===== src/rtl/button_pkg.sv =====
// Shared types and helpers for the push-button conditioning front end.
// Channel FSM states plus a constant-foldable max used for counter sizing.
package button_pkg;

   typedef enum logic [1:0] {
      RELEASED        = 2'd0,
      PRESS_PENDING   = 2'd1,
      PRESSED         = 2'd2,
      RELEASE_PENDING = 2'd3
   } btn_state_t;

   function automatic int max_int(input int a, input int b);
      if (a > b) begin
         max_int = a;
      end else begin
         max_int = b;
      end
   endfunction

endpackage


===== src/rtl/button_channel.sv =====
// One button lane: 2-flop synchroniser, debounce FSM and auto-repeat timer.
// All pulse and level outputs are registered; press_set exposes the press pulse's next value.
module button_channel
   import button_pkg::*;
#(
   parameter int DEBOUNCE_CYCLES = 500_000,
   parameter int REPEAT_DELAY    = 25_000_000,
   parameter int REPEAT_RATE     = 5_000_000
) (
   input  logic clk,
   input  logic rst,
   input  logic pressed_async,
   output logic btn_level,
   output logic btn_press,
   output logic btn_release,
   output logic btn_repeat,
   output logic press_set
);

   localparam int DEB_W = $clog2(DEBOUNCE_CYCLES + 1);
   localparam int REP_W = $clog2(max_int(REPEAT_DELAY, REPEAT_RATE) + 1);

   localparam logic [DEB_W-1:0] DEB_ZERO  = {DEB_W{1'b0}};
   localparam logic [DEB_W-1:0] DEB_ONE   = DEB_W'(1);
   localparam logic [DEB_W-1:0] DEB_LAST  = DEB_W'(DEBOUNCE_CYCLES - 1);
   localparam logic [DEB_W-1:0] DEB_SAT   = {DEB_W{1'b1}};

   localparam bit SINGLE_SAMPLE = (DEBOUNCE_CYCLES == 1);
   localparam bit REPEAT_EN     = (REPEAT_DELAY > 0);

   localparam logic [REP_W-1:0] REP_ZERO   = {REP_W{1'b0}};
   localparam logic [REP_W-1:0] REP_ONE    = REP_W'(1);
   localparam logic [REP_W-1:0] DELAY_LAST = REP_W'(REPEAT_EN ? REPEAT_DELAY - 1 : 0);
   localparam logic [REP_W-1:0] RATE_LAST  = REP_W'(REPEAT_RATE - 1);
   localparam logic [REP_W-1:0] REP_SAT    = {REP_W{1'b1}};

   function automatic logic [DEB_W-1:0] deb_inc(input logic [DEB_W-1:0] v);
      if (v == DEB_SAT) begin
         deb_inc = v;
      end else begin
         deb_inc = v + DEB_ONE;
      end
   endfunction

   function automatic logic [REP_W-1:0] rep_inc(input logic [REP_W-1:0] v);
      if (v == REP_SAT) begin
         rep_inc = v;
      end else begin
         rep_inc = v + REP_ONE;
      end
   endfunction

   logic             sync_meta_r;
   logic             sync_r;
   btn_state_t       state_r;
   btn_state_t       state_nxt_s;
   logic [DEB_W-1:0] deb_cnt_r;
   logic [DEB_W-1:0] deb_cnt_nxt_s;
   logic [REP_W-1:0] rep_cnt_r;
   logic [REP_W-1:0] rep_cnt_nxt_s;
   logic             first_r;
   logic             first_nxt_s;
   logic             press_nxt_s;
   logic             release_nxt_s;
   logic             repeat_nxt_s;
   logic             level_nxt_s;

   // Synchroniser: reset loads the released value so a held key is re-debounced.
   always_ff @(posedge clk) begin
      if (rst) begin
         sync_meta_r <= 1'b0;
         sync_r      <= 1'b0;
      end else begin
         sync_meta_r <= pressed_async;
         sync_r      <= sync_meta_r;
      end
   end

   // Next-state, counter and pulse decode for the debounce/repeat FSM.
   always_comb begin
      state_nxt_s   = state_r;
      deb_cnt_nxt_s = deb_cnt_r;
      rep_cnt_nxt_s = rep_cnt_r;
      first_nxt_s   = first_r;
      press_nxt_s   = 1'b0;
      release_nxt_s = 1'b0;
      repeat_nxt_s  = 1'b0;
      case (state_r)
         RELEASED: begin
            if (!sync_r) begin
               deb_cnt_nxt_s = DEB_ZERO;
            end else if (SINGLE_SAMPLE) begin
               state_nxt_s   = PRESSED;
               press_nxt_s   = 1'b1;
               deb_cnt_nxt_s = DEB_ZERO;
               rep_cnt_nxt_s = REP_ZERO;
               first_nxt_s   = 1'b1;
            end else begin
               state_nxt_s   = PRESS_PENDING;
               deb_cnt_nxt_s = DEB_ONE;
            end
         end
         PRESS_PENDING: begin
            if (!sync_r) begin
               state_nxt_s   = RELEASED;
               deb_cnt_nxt_s = DEB_ZERO;
            end else if (deb_cnt_r == DEB_LAST) begin
               state_nxt_s   = PRESSED;
               press_nxt_s   = 1'b1;
               deb_cnt_nxt_s = DEB_ZERO;
               rep_cnt_nxt_s = REP_ZERO;
               first_nxt_s   = 1'b1;
            end else begin
               deb_cnt_nxt_s = deb_inc(deb_cnt_r);
            end
         end
         PRESSED: begin
            if (!sync_r) begin
               if (SINGLE_SAMPLE) begin
                  state_nxt_s   = RELEASED;
                  release_nxt_s = 1'b1;
                  deb_cnt_nxt_s = DEB_ZERO;
               end else begin
                  state_nxt_s   = RELEASE_PENDING;
                  deb_cnt_nxt_s = DEB_ONE;
               end
            end else if (!REPEAT_EN) begin
               rep_cnt_nxt_s = rep_cnt_r;
            end else if (first_r && (rep_cnt_r == DELAY_LAST)) begin
               repeat_nxt_s  = 1'b1;
               rep_cnt_nxt_s = REP_ZERO;
               first_nxt_s   = 1'b0;
            end else if (!first_r && (rep_cnt_r == RATE_LAST)) begin
               repeat_nxt_s  = 1'b1;
               rep_cnt_nxt_s = REP_ZERO;
            end else begin
               rep_cnt_nxt_s = rep_inc(rep_cnt_r);
            end
         end
         RELEASE_PENDING: begin
            // A bounce back to pressed keeps the repeat timer running where it was.
            if (sync_r) begin
               state_nxt_s   = PRESSED;
               deb_cnt_nxt_s = DEB_ZERO;
            end else if (deb_cnt_r == DEB_LAST) begin
               state_nxt_s   = RELEASED;
               release_nxt_s = 1'b1;
               deb_cnt_nxt_s = DEB_ZERO;
            end else begin
               deb_cnt_nxt_s = deb_inc(deb_cnt_r);
            end
         end
         default: begin
            state_nxt_s   = RELEASED;
            deb_cnt_nxt_s = DEB_ZERO;
            rep_cnt_nxt_s = REP_ZERO;
            first_nxt_s   = 1'b0;
         end
      endcase
      level_nxt_s = (state_nxt_s == PRESSED) || (state_nxt_s == RELEASE_PENDING);
   end

   // FSM state, counters and registered outputs.
   always_ff @(posedge clk) begin
      if (rst) begin
         state_r     <= RELEASED;
         deb_cnt_r   <= DEB_ZERO;
         rep_cnt_r   <= REP_ZERO;
         first_r     <= 1'b0;
         btn_level   <= 1'b0;
         btn_press   <= 1'b0;
         btn_release <= 1'b0;
         btn_repeat  <= 1'b0;
      end else begin
         state_r     <= state_nxt_s;
         deb_cnt_r   <= deb_cnt_nxt_s;
         rep_cnt_r   <= rep_cnt_nxt_s;
         first_r     <= first_nxt_s;
         btn_level   <= level_nxt_s;
         btn_press   <= press_nxt_s;
         btn_release <= release_nxt_s;
         btn_repeat  <= repeat_nxt_s;
      end
   end

   assign press_set = press_nxt_s;

endmodule


===== src/rtl/button_conditioner.sv =====
// Push-button front end: polarity fix-up, per-key conditioning channels, and any_press.
// any_press is registered from the channels' next press values so it aligns with btn_press.
module button_conditioner
   import button_pkg::*;
#(
   parameter int N_BUTTONS       = 4,
   parameter int ACTIVE_LOW      = 1,
   parameter int DEBOUNCE_CYCLES = 500_000,
   parameter int REPEAT_DELAY    = 25_000_000,
   parameter int REPEAT_RATE     = 5_000_000
) (
   input  logic                 clk,
   input  logic                 rst,
   input  logic [N_BUTTONS-1:0] btn_raw,
   output logic [N_BUTTONS-1:0] btn_level,
   output logic [N_BUTTONS-1:0] btn_press,
   output logic [N_BUTTONS-1:0] btn_release,
   output logic [N_BUTTONS-1:0] btn_repeat,
   output logic                 any_press
);

   logic [N_BUTTONS-1:0] pressed_s;
   logic [N_BUTTONS-1:0] press_set_s;

   // Normalise raw pin polarity so 1 always means pressed.
   always_comb begin
      if (ACTIVE_LOW != 0) begin
         pressed_s = ~btn_raw;
      end else begin
         pressed_s = btn_raw;
      end
   end

   for (genvar i = 0; i < N_BUTTONS; i++) begin : g_chan
      button_channel #(
         .DEBOUNCE_CYCLES (DEBOUNCE_CYCLES),
         .REPEAT_DELAY    (REPEAT_DELAY),
         .REPEAT_RATE     (REPEAT_RATE)
      ) u_chan (
         .clk           (clk),
         .rst           (rst),
         .pressed_async (pressed_s[i]),
         .btn_level     (btn_level[i]),
         .btn_press     (btn_press[i]),
         .btn_release   (btn_release[i]),
         .btn_repeat    (btn_repeat[i]),
         .press_set     (press_set_s[i])
      );
   end

   // Registered OR of all channel press pulses.
   always_ff @(posedge clk) begin
      if (rst) begin
         any_press <= 1'b0;
      end else begin
         any_press <= |press_set_s;
      end
   end

endmodule


===== config.mk =====
export PLATFORM = sky130hd
export DESIGN_NAME = button_conditioner
export DESIGN_NICKNAME = d
export VERILOG_FILES = /design/src/rtl/button_pkg.sv /design/src/rtl/button_channel.sv /design/src/rtl/button_conditioner.sv
export SDC_FILE = /design/constraint.sdc
export NUM_CORES = 1
export LEC_CHECK = 0
export BUFFER_PORTS_ARGS = -buffer_cell sky130_fd_sc_hd__buf_2
export CAP_MARGIN = 10
export CORE_MARGIN = 3
export CORE_UTILIZATION = 35
export CTS_CLUSTER_DIAMETER = 200
export DETAILED_ROUTE_END_ITERATION = 7
export PLACE_DENSITY_LB_ADDON = 0.25
export SLEW_MARGIN = 25
export SYNTH_ARGS = -nofsm -noshare
export SYNTH_HDL_FRONTEND = slang
export SYNTH_SLANG_ARGS = --single-unit
export TNS_END_PERCENT = 50

===== constraint.sdc =====
create_clock -name clk -period 7.31 [get_ports clk]
set_input_delay 0 -clock clk [delete_from_list [all_inputs] [get_ports clk]]
set_output_delay 0 -clock clk [all_outputs]
set_load 0.02 [all_outputs]

Word-level counts from Yosys, hierarchy flattened --
Index checks and enable logic that the tools add are counted.
Storage, ports and cells: flip-flop bits (word level) 213, bits of input ports 6, output and inout bits 17, logic and storage cells 291
Cells by class: add/subtract/negate cells 8, equal/unequal tests 64, mux-type cells 124, bitwise operators 13, reduce and logical (&&, ||, !) cells 41
Operators by type and width (count):
- 25-bit two-way mux | 24
- 19-bit two-way mux | 20
- 19-bit case mux with 4 select lines | 4
- 25-bit == test (second input constant) | 8
- 25-bit case mux with 2 select lines | 4
- 19-bit == test (second input constant) | 8
- 25-bit by 1-bit adder with 25-bit output (second input constant) | 4
- 25-bit by 23-bit == test with 1-bit output (second input constant) | 4
- 19-bit by 1-bit adder with 19-bit output (second input constant) | 4
- 2-bit two-way mux | 24
- 1-bit two-way mux | 40
- 5-bit AND reduction | 8
- 2-bit == test (second input constant) | 16
- 2-bit by 1-bit inequality test with 1-bit output (second input constant) | 16
- 2-bit case mux with 4 select lines | 4
- 3-bit OR reduction | 8
- 4-bit by 2-bit inequality test with 1-bit output (second input constant) | 4
- 1-bit inverter | 12
- 2-bit by 1-bit == test with 1-bit output (second input constant) | 4
- 1-bit logical AND | 8
- 2-bit logical NOT | 4
- 2-bit inequality test (second input constant) | 4
- 1-bit case mux with 2 select lines | 4
- 2-bit nonzero test | 4
- 4 further kinds | 10

Depth between registers and ports, before layout --
Gate-level depths: netlist (run 1).
depth in word-level cells 6, depth in mapped cells 11

Hierarchy --
A second synthesis (run 1) with hierarchy kept.
Second synthesis, totals: cells, all modules 1500, area total of the unflattened synthesis 11827.6 um^2
By module, submodules not included:
- button_channel at g_chan[0].u_chan ... | times used 3, cells each 367, area each 2909.0 um^2, seq. area each 1061.0 um^2
- button_channel at g_chan[3].u_chan | times used 1, cells each 392, area each 3055.4 um^2, seq. area each 1061.0 um^2
- button_conditioner | times used 1, cells each 7, area each 45.0 um^2, seq. area each 20.0 um^2

Worst setup path before layout (run 1) --
Ideal clock, no wire load.
path type register to register, from register g_chan[2].u_chan.rep_cnt_r[6], to register g_chan[2].u_chan.rep_cnt_r[8], arrival 2.310 ns, required time 7.193 ns, setup slack 4.882 ns, stages on the path, launching flop included 7, buffers on the path 0, path through dfxtp_1 > or4_1 > or4b_4 > a2111oi_4 > or2b_4 > o21ai_1 > a32o_1
Between the ends: longest elaborated chain between the ends 6
RTL lines:
- from (decl) | RTL line button_channel.sv:59 | logic [REP_W-1:0] rep_cnt_r;
- from (signal assigned) | RTL line button_channel.sv:177 | rep_cnt_r <= rep_cnt_nxt_s;
- 25-bit by 1-bit adder with 25-bit output or 25-bit by 23-bit == test with 1-bit output (tied branches) | RTL line button_channel.sv:49, button_channel.sv:133
- 25-bit two-way mux or 1-bit logical AND (tied branches) | RTL line button_channel.sv:46, button_channel.sv:133
- 25-bit two-way mux | RTL line button_channel.sv:133 | end else if (!first_r && (rep_cnt_r == RATE_LAST)) begin
- 25-bit two-way mux | RTL line button_channel.sv:129 | end else if (first_r && (rep_cnt_r == DELAY_LAST)) begin
- 25-bit two-way mux | RTL line button_channel.sv:118 | if (!sync_r) begin
- 25-bit case mux with 2 select lines | RTL line button_channel.sv:88 | case (state_r)
Several ways; a longest one is shown, not always the timed one. The select of a mux whose other input is x is not followed. A chain may end at the register's enable or synchronous reset.

Worst setup path in the final report (run 1) --
from register g_chan[1].u_chan.rep_cnt_r[0], to register g_chan[1].u_chan.rep_cnt_r[21]
Between the ends: longest elaborated chain between the ends 6
RTL lines (RTL line):
- from (decl) | button_channel.sv:59
- from (signal assigned) | button_channel.sv:177
- 25-bit by 1-bit adder with 25-bit output or 25-bit by 23-bit == test with 1-bit output (tied branches) | button_channel.sv:49, button_channel.sv:133
- 25-bit two-way mux or 1-bit logical AND (tied branches) | button_channel.sv:46, button_channel.sv:133
- 25-bit two-way mux | button_channel.sv:133
- 25-bit two-way mux | button_channel.sv:129
- 25-bit two-way mux | button_channel.sv:118
- 25-bit case mux with 2 select lines | button_channel.sv:88
Several ways; a longest one is shown, not always the timed one. The select of a mux whose other input is x is not followed.

==> run metrics, run 1 <==
gr ovfl total=0; die area=around 35000 um^2; vias in the first global route=between 9000 and 10000; WS Path Type=reg -> reg; max incr delay on CP=0.75 ns; pwr dens=259.2 nW/um^2; Synth area leaders=dfxtp_1 37%, nor2_1 4.8%, nand4_1 4.4%, nand2_1 4.0%, nand3_1 3.9%; ys async rst share=0%; share of layout cells above drive strength 1=7.336%; Post-synth EDFFs=0; buffer and inverter count on the worst path=0; CP Cell Sequence=ha_1 > nand3_1 > nor4_1 > nand3_1 > and3_1 > a41o_1 > a21o_1; Synth top area share=36.82%; Post-DRT Antenna Nets=0; Clock Latency Late Sink=about 0.55 ns; area occupied by multi-input gates=about 6800 um^2; post-DP HPWL=between 15 and 20 mm; Non-Filler Instances=roughly 1900; CP max-delay cell=nor4_1; fill count=roughly 3300; clock sink total=213; RSZ-0062 raised after global routing=no; Startpoint Class=flop; Max Root-Sink Buffers=3; synthesized cell area=~12000 um^2; fin util=a little over 40%; Hold Fails Final Rpt=0; depth of the CTS H-tree=1; maximum vdd drop=0.0001599 V; synthesized net count=approximately 1500; CTS tree=built; I/O Pins=23; die width=around 190 um; kind of cell adding the most delay to the critical path=simple AND/OR/NAND/NOR gates; Worst EP arrival=approximately 3.6 ns; crit end category=flop; worst-margin pin slew=between 1 and 1.5 ns; via/cell ratio=5.695; final net count=between 1000 and 1500; global-route wire length before repair=49.27 mm; Rows=65; Initial Utilization=~36%; Required @ worst endpoint=~7.7 ns; n_diodes=0; max-slew violation count=0; outcome=complete, no violations; initial antenna violation count=0; area leader, netlist=dfxtp_1; I/O Buffers=22; Most used DFF post-synth=dfxtp_1; via count=around 11000; share of the yosys chip area belonging to registers=36.82%; post-synthesis instance total=around 1400; number of remaining DRC errors=0; dpl cells=around 1800; Leak=a little over 4 nW; Core Area=roughly 32000 um^2; Hold Path Class=in -> reg; DRT Pass-1 Iters=5; final wirelength=between 20 and 30 mm; Worst path most repeated cell=nand3_1; clk root buf=clkbuf_16; gpl congestion=about 0.88; relative slew slack=roughly 29%; largest net degree at the start of global routing=53; Finished Cell Area=around 13000 um^2; DR iter-0 viols=around 840; sequential cell area=between 4000 and 5000 um^2; Worst-path clk slew=~0.06 ns; flops & latches, synth=~210; Avg Cell Area, Syn=between 8 and 9 um^2; Ys Warns=0; Final setup violation count=0; final setup skew=~0.023 ns; Max-Cap Viols=0; Routed WL per cell=around 15 um; maximum clock rate=around 0.32 GHz; fin crit share=approximately 43%; die span in y=between 150 and 200 um; CP Max Fanout=13; post-layout min period=around 3.1 ns; Post-CTS Resized=0; total track usage=around 16%; Synth cell types=84; setup TNS=0 ns; Layout Area Growth over Synthesis=11.32%; Post-Place Cell Area=between 10000 and 15000 um^2; Final Hold Slack=roughly 0.14 ns; TritonCTS Buffers=26
==> Yosys cell counts (16+ instances only) <==
| cell type | number |
|---|---|
| nand3_1 | 91 |
| a21oi_1 | 80 |
| nor4_1 | 27 |
| nor2_1 | 147 |
| a311oi_1 | 21 |
| o21ai_0 | 48 |
| and3_1 | 39 |
| a31oi_1 | 34 |
| clkbuf_1 | 55 |
| inv_1 | 38 |
| nand4_1 | 82 |
| buf_4 | 16 |
| ha_1 | 24 |
| a211oi_1 | 19 |
| nand2_1 | 124 |
| and4_1 | 26 |
| or3_1 | 24 |
| xor2_1 | 52 |
| nor3_1 | 53 |
| dfxtp_1 | 213 |
==> power by group <==
group          internal, W  switching, W
combinational     0.000207      0.000470
sequential         0.00121     0.0000431
clock             0.000900      0.000516
==> cell families after synthesis <==
| group | synth area share, % |
|---|---|
| AOI/OAI and AO/OA | 18.02 |
| xor gates and xnor gates | 4.840 |
| adders and majority gates | 2.593 |
| and+or+nand+nor | 32.44 |
| buffers and inverters | 4.851 |
| muxes | 0.4322 |
| DFF | 36.82 |
==> stage by stage <==
stage	total power, W	setup slack, ns
after floorplan	0.001797	4.882
after global placement	0.001938	4.284
after detailed placement	0.001940	4.249
after CTS	0.003381	4.203
after global routing	0.003514	3.884
final	0.003342	4.194
==> worst register-to-register path: cells and delay by family (launching register included) <==
family,cells,cell delay [ns]
compound gates,2,0.40
fa+ha+maj,1,0.24
flops,1,0.39
simple gates,4,1.98
==> worst paths after layout <==
path / from / end / slack, ns / depth (start not counted)
setup / recovery: g_chan[1].u_chan.rep_cnt_r[0] / g_chan[1].u_chan.rep_cnt_r[21] / 4.19 / 7
setup reg to reg: g_chan[1].u_chan.rep_cnt_r[0] / g_chan[1].u_chan.rep_cnt_r[21] / 4.19 / 7
hold reg to reg: g_chan[2].u_chan.sync_meta_r / g_chan[2].u_chan.sync_r / 0.44 / 1
hold / removal: btn_raw[3] / g_chan[3].u_chan.sync_meta_r / 0.14 / 3
==> state kept, by name (all words and copies together) (netlist names) <==
signal	cells
g_chan.u_chan.deb_cnt_r	76
g_chan.u_chan.state_r	8
g_chan.u_chan.btn_repeat	4
g_chan.u_chan.first_r	4
g_chan.u_chan.btn_level	4
g_chan.u_chan.btn_release	4
any_press	1
g_chan.u_chan.sync_meta_r	4
g_chan.u_chan.sync_r	4
g_chan.u_chan.rep_cnt_r	100
g_chan.u_chan.btn_press	4
==> metal layers <==
| metal | share of wire, % | routed length (um) | vias up | track usage [%] |
|---|---|---|---|---|
| met2 | 44 | 12750 | 227 | 25.06 |
| met5 | 0 | 0 | - | 0 |
| li1 | - | - | 5358 | - |
| met1 | 49 | 14230 | 5077 | 22.91 |
| met3 | 4.3 | 1236 | 44 | 2.281 |
| met4 | 2.4 | 686 | 0 | 4.502 |
==> layout by cell type, fill, tap and decap left out, types with 8 or more instances in the layout <==
master / synthesis / routed
o21ai_0: 48 / 48
a311oi_1: 21 / 21
inv_1: 38 / 38
nor2b_1: 14 / 13
nand2_1: 124 / 124
or4_1: 8 / 8
a41oi_1: 9 / 9
clkbuf_16: 0 / 26
buf_2: 2 / 22
nand4_1: 82 / 82
or3_1: 24 / 24
nand2b_1: 12 / 12
xor2_1: 52 / 52
and4_1: 26 / 26
o21ai_1: 11 / 10
nor4_1: 27 / 27
a211oi_1: 19 / 19
a31oi_1: 34 / 34
dfxtp_1: 213 / 213
ha_1: 24 / 24
buf_4: 16 / 8
and3_1: 39 / 39
nor2_1: 147 / 146
nor3_1: 53 / 53
a21oi_1: 80 / 80
nand3_1: 91 / 91
and2_1: 13 / 13
xnor2_1: 12 / 12
o32ai_1: 8 / 8
==> cell type report <==
class                           instances  share of cell area, %
Tap cell                              435                  4.222
Multi-Input combinational cell       1110                  52.46
Clock buffer                           37                  5.910
Inverter                               39                  1.135
Clock inverter                         11                  1.485
Sequential cell                       213                  33.07
Timing Repair Buffer                   35                  1.708
==> timing repair <==
item,CTS,global route
setup buffers,0,0
hold buffers,5,0
endpoints found under the hold margin,8,0
No activity file was read; power rests on OpenSTA's default activity.
==> run 2, diff against run 1 <==
--- a/config.mk
+++ b/config.mk
@@ -5,6 +5,7 @@
 export SDC_FILE = /design/constraint.sdc
 export NUM_CORES = 1
 export LEC_CHECK = 0
+export ABC_AREA = 1
 export BUFFER_PORTS_ARGS = -buffer_cell sky130_fd_sc_hd__buf_2
 export CAP_MARGIN = 10
 export CORE_MARGIN = 3
==> constraint.sdc (replaced) <==
create_clock -name clk -period 2.79 [get_ports clk]
set_input_delay 0 -clock clk [delete_from_list [all_inputs] [get_ports clk]]
set_output_delay 0 -clock clk [all_outputs]
set_load 0.02 [all_outputs]
==> run 2 against run 1 <==
Net effect:
- hold slack better by 0.0098 ns
- core utilization is 0.70 points lower
- first-iteration DRC count is 15% higher
- clock-buffer cell count is 2 higher
- maximum frequency is 38% higher
- sequential share of layout area is 5.5 points lower
- final area is 20% higher
- synthesized cell count is 57% higher
- worst setup slack worse by 3.7 ns
- sequential power grew to 2.7 times the previous value
- total power is 150% higher
- via count is 33% higher
==> run metrics, run 2 <==
share of layout cells above drive strength 1=7.619% (was 7.336%); Synth area leaders=dfxtp_1 30%, nand2_1 15%, nor2_1 11%, nand3_1 7.6%, inv_1 6.6% (was dfxtp_1 37%, nor2_1 4.8%, nand4_1 4.4%, nand2_1 4.0%, nand3_1 3.9%); fin crit share=81.17% (was 42.63%); synthesized cell area=14040 um^2 (was 11580 um^2); RSZ-0062 raised after global routing=no (unchanged); most numerous cell in the Yosys netlist=nand2_1 (was dfxtp_1); Synth cell types=48 (was 84); Largest regs=g_chan.u_chan.rep_cnt_r: 100 flops, g_chan.u_chan.deb_cnt_r: 76 flops, g_chan.u_chan.state_r: 8 flops (unchanged); setup bufs post-CTS=0 (unchanged); Worst-path clk slew=0.05 ns (was 0.06 ns); Avg Cell Area, Syn=6.184 um^2 (was 8.031 um^2); I/O Pins=23 (unchanged); CTS tree=built (unchanged); max-slew violation count=0 (unchanged); largest net degree at the start of global routing=49 (was 53); Worst path most repeated cell=nand2_1 (was nand3_1); outcome=complete, no violations (unchanged); fill count=4271 (was 3292); n_diodes=0 (unchanged); die span in y=206.3 um (was 187.9 um); Largest register FFs=100 (unchanged); global-route met1 utilization=24.33% (was 22.91%); WS Path Type=reg -> reg (unchanged); post-DP HPWL=28.12 mm (was 19.64 mm); I/O Buffers=22 (unchanged); DRT Pass-1 Iters=8 (was 5); Final setup violation count=0 (unchanged); Routed WL per cell=13.59 um (was 15.37 um); commonest non-fill, non-tap cells in the layout=575 x nand2_1, 396 x nor2_1, 245 x inv_1, 213 x nand3_1, 213 x dfxtp_1 (was 213 x dfxtp_1, 146 x nor2_1, 124 x nand2_1, 91 x nand3_1, 82 x nand4_1); gr ovfl total=0 (unchanged); Synth top area share=30.38% (was 36.82%); relative slew slack=55.71% (was 29.41%); die width=206.3 um (was 187.9 um); met3 GRT Util=2.725% (was 2.281%); synth cell count leaders=575 x nand2_1, 396 x nor2_1, 246 x inv_1, 213 x dfxtp_1, 213 x nand3_1 (was 213 x dfxtp_1, 147 x nor2_1, 124 x nand2_1, 91 x nand3_1, 82 x nand4_1); final setup skew=0.02207 ns (was 0.02348 ns); worst-margin pin slew=0.6622 ns (was 1.032 ns); number of remaining DRC errors=0 (unchanged); Required @ worst endpoint=3.22 ns (was 7.74 ns); crit end category=flop (unchanged); via/cell ratio=5.043 (was 5.695); gpl congestion=0.9271 (was 0.8799); Hold Fails Final Rpt=0 (unchanged); max incr delay on CP=0.37 ns (was 0.75 ns); Leak=5.709 nW (was 4.109 nW); Post-synth EDFFs=0 (unchanged); final net count=2310 (was 1455); vias in the first global route=13230 (was 9994); maximum vdd drop=0.0004089 V (was 0.0001599 V); flops & latches, synth=213 (unchanged); Worst EP arrival=2.69 ns (was 3.55 ns); CP max-delay cell=dfxtp_1 (was nor4_1); TritonCTS Buffers=26 (unchanged); Most used DFF post-synth=dfxtp_1 (unchanged); ys async rst share=0% (unchanged); depth of the CTS H-tree=1 (unchanged); share of the yosys chip area belonging to registers=30.38% (was 36.82%); Post-DRT Antenna Nets=0 (unchanged); clk root buf=clkbuf_16 (unchanged); Overall Power=0.008349 W (was 0.003342 W); CP Cell Sequence=ha_1 > nand2_2 > nor2_1 > nand2_1 > nor3_1 > nand3_1 > nand3_1 > nand2_1 > nand2_2 > inv_1 > nand2_1 > inv_1 (was ha_1 > nand3_1 > nor4_1 > nand3_1 > and3_1 > a41o_1 > a21o_1); total track usage=17.99% (was 15.98%); Startpoint Class=flop (unchanged); Layout Area Growth over Synthesis=10.12% (was 11.32%); met2 GRT Util=30.28% (was 25.06%); Hold Path Class=in -> reg (unchanged); Most flops, register=g_chan.u_chan.rep_cnt_r (unchanged); maximum clock rate=0.4416 GHz (was 0.3209 GHz); global-route wire length before repair=64.84 mm (was 49.27 mm); Max Root-Sink Buffers=3 (unchanged); area leader, netlist=dfxtp_1 (unchanged); final wirelength=38.26 mm (was 28.90 mm); pwr dens=540.1 nW/um^2 (was 259.2 nW/um^2); post-synthesis instance total=2270 (was 1442); most common cell after layout, fill and taps aside=nand2_1 (was dfxtp_1); CP Max Fanout=5 (was 13); Ys Warns=0 (unchanged); Initial Utilization=35.90% (was 36.14%); Max-Cap Viols=0 (unchanged); die area=42550 um^2 (was 35310 um^2); clock sink total=213 (unchanged); Core Area=39100 um^2 (was 32040 um^2); synthesized net count=2300 (was 1472); post-layout min period=2.265 ns (was 3.116 ns); via count=14200 (was 10710); DR iter-0 viols=966 (was 839); setup TNS=0 ns (unchanged); busiest layer in global routing=met2 (unchanged); initial antenna violation count=0 (unchanged); Rows=72 (was 65); Clock Latency Late Sink=0.55 ns (about the same)
==> run 2: changes by cell type after synthesis, sizes merged, moves of 22 or more <==
cell / previous run / this run
o21ai: 60 / 98
clkbuf: 58 / 15
nand3: 91 / 220
buf: 22 / 44
nand2: 124 / 603
a21oi: 80 / 118
nand4: 82 / 60
a31oi: 34 / 3
inv: 38 / 255
nor2: 147 / 427
or3: 24 / 0
and4: 26 / 0
and3: 42 / 1
==> run 2: cells by family (layout without fill, tap and decap cells) <==
kind of cell / Yosys count / count (layout) / synth area share, %
AND/OR/NAND/NOR: 1412 / 1412 / 44.71
buffers and inverters: 319 / 346 / 9.653
adder cells (fa/ha/maj): 24 / 24 / 2.139
flip-flops: 213 / 213 / 30.38
XOR/XNOR: 66 / 66 / 4.118
AO/OA/AOI/OAI: 236 / 236 / 9.003
==> run 2: path summary, 6_finish.rpt <==
check / slack (ns) / end / startpoint / cells after the start
setup / recovery: 0.53 / g_chan[3].u_chan.rep_cnt_r[0] / g_chan[3].u_chan.rep_cnt_r[0] / 12
hold / removal: 0.15 / g_chan[2].u_chan.sync_meta_r / btn_raw[2] / 3
setup reg to reg: 0.53 / g_chan[3].u_chan.rep_cnt_r[0] / g_chan[3].u_chan.rep_cnt_r[0] / 12
hold reg to reg: 0.40 / g_chan[2].u_chan.sync_r / g_chan[2].u_chan.sync_meta_r / 2
==> run 2: timing repair <==
action,CTS,global route
setup endpoints to repair,0,0
endpoints found under the hold margin,21,0
gates resized for setup,0,0
hold buffers,6,0
==> run 2: final cells by class <==
class	instances	area [um^2]	share of cell area (%)
multi-input combinational	1738	8418	54.46
inverter	260	975.9	6.314
timing repair buffer	41	270.3	1.748
clock buffer	39	800.8	5.181
tap	518	648.1	4.193
clock inverter	6	80.08	0.5181
sequential	213	4264	27.59
==> run 2: per-layer routing <==
| layer | up-vias | part of all wire (%) |
|---|---|---|
| met5 | - | 0 |
| met4 | 0 | 2.2 |
| met3 | 68 | 4.8 |
| met2 | 339 | 45 |
| met1 | 6476 | 48 |
| li1 | 7314 | - |
==> run 2: worst max-delay path: cells and delay by family, from the launching register on <==
family	cells	cell delay, ns
AND/OR/NAND/NOR	9	1.46
adder cells (fa/ha/maj)	1	0.26
flip-flops	1	0.37
buffers and inverters	2	0.08
==> run 2: per-stage QoR <==
stage | area (um^2) | worst slack (ns) | instances | util, % | hold slack, ns
final | 15460 | 0.5255 | 2815 | 39.54 | 0.1467
after global routing | 15460 | 0.2939 | 2815 | 39.54 | 0.1454
after CTS | 15460 | 0.5739 | 2815 | 39.54 | 0.1202
after detailed placement | 14520 | 0.5593 | 2764 | 37.13 | 0.1587
after global placement | 14520 | 0.5282 | 2764 | 37.13 | 0.1580
after floorplan | 14040 | 1.014 | 2270 | - | 0.06669
==> run 2: report_power, final <==
group,switching [W],internal (W)
Combinational,0.00110,0.000430
Clock,0.00136,0.00215
Sequential,0.000155,0.00317
Total,0.00261,0.00574
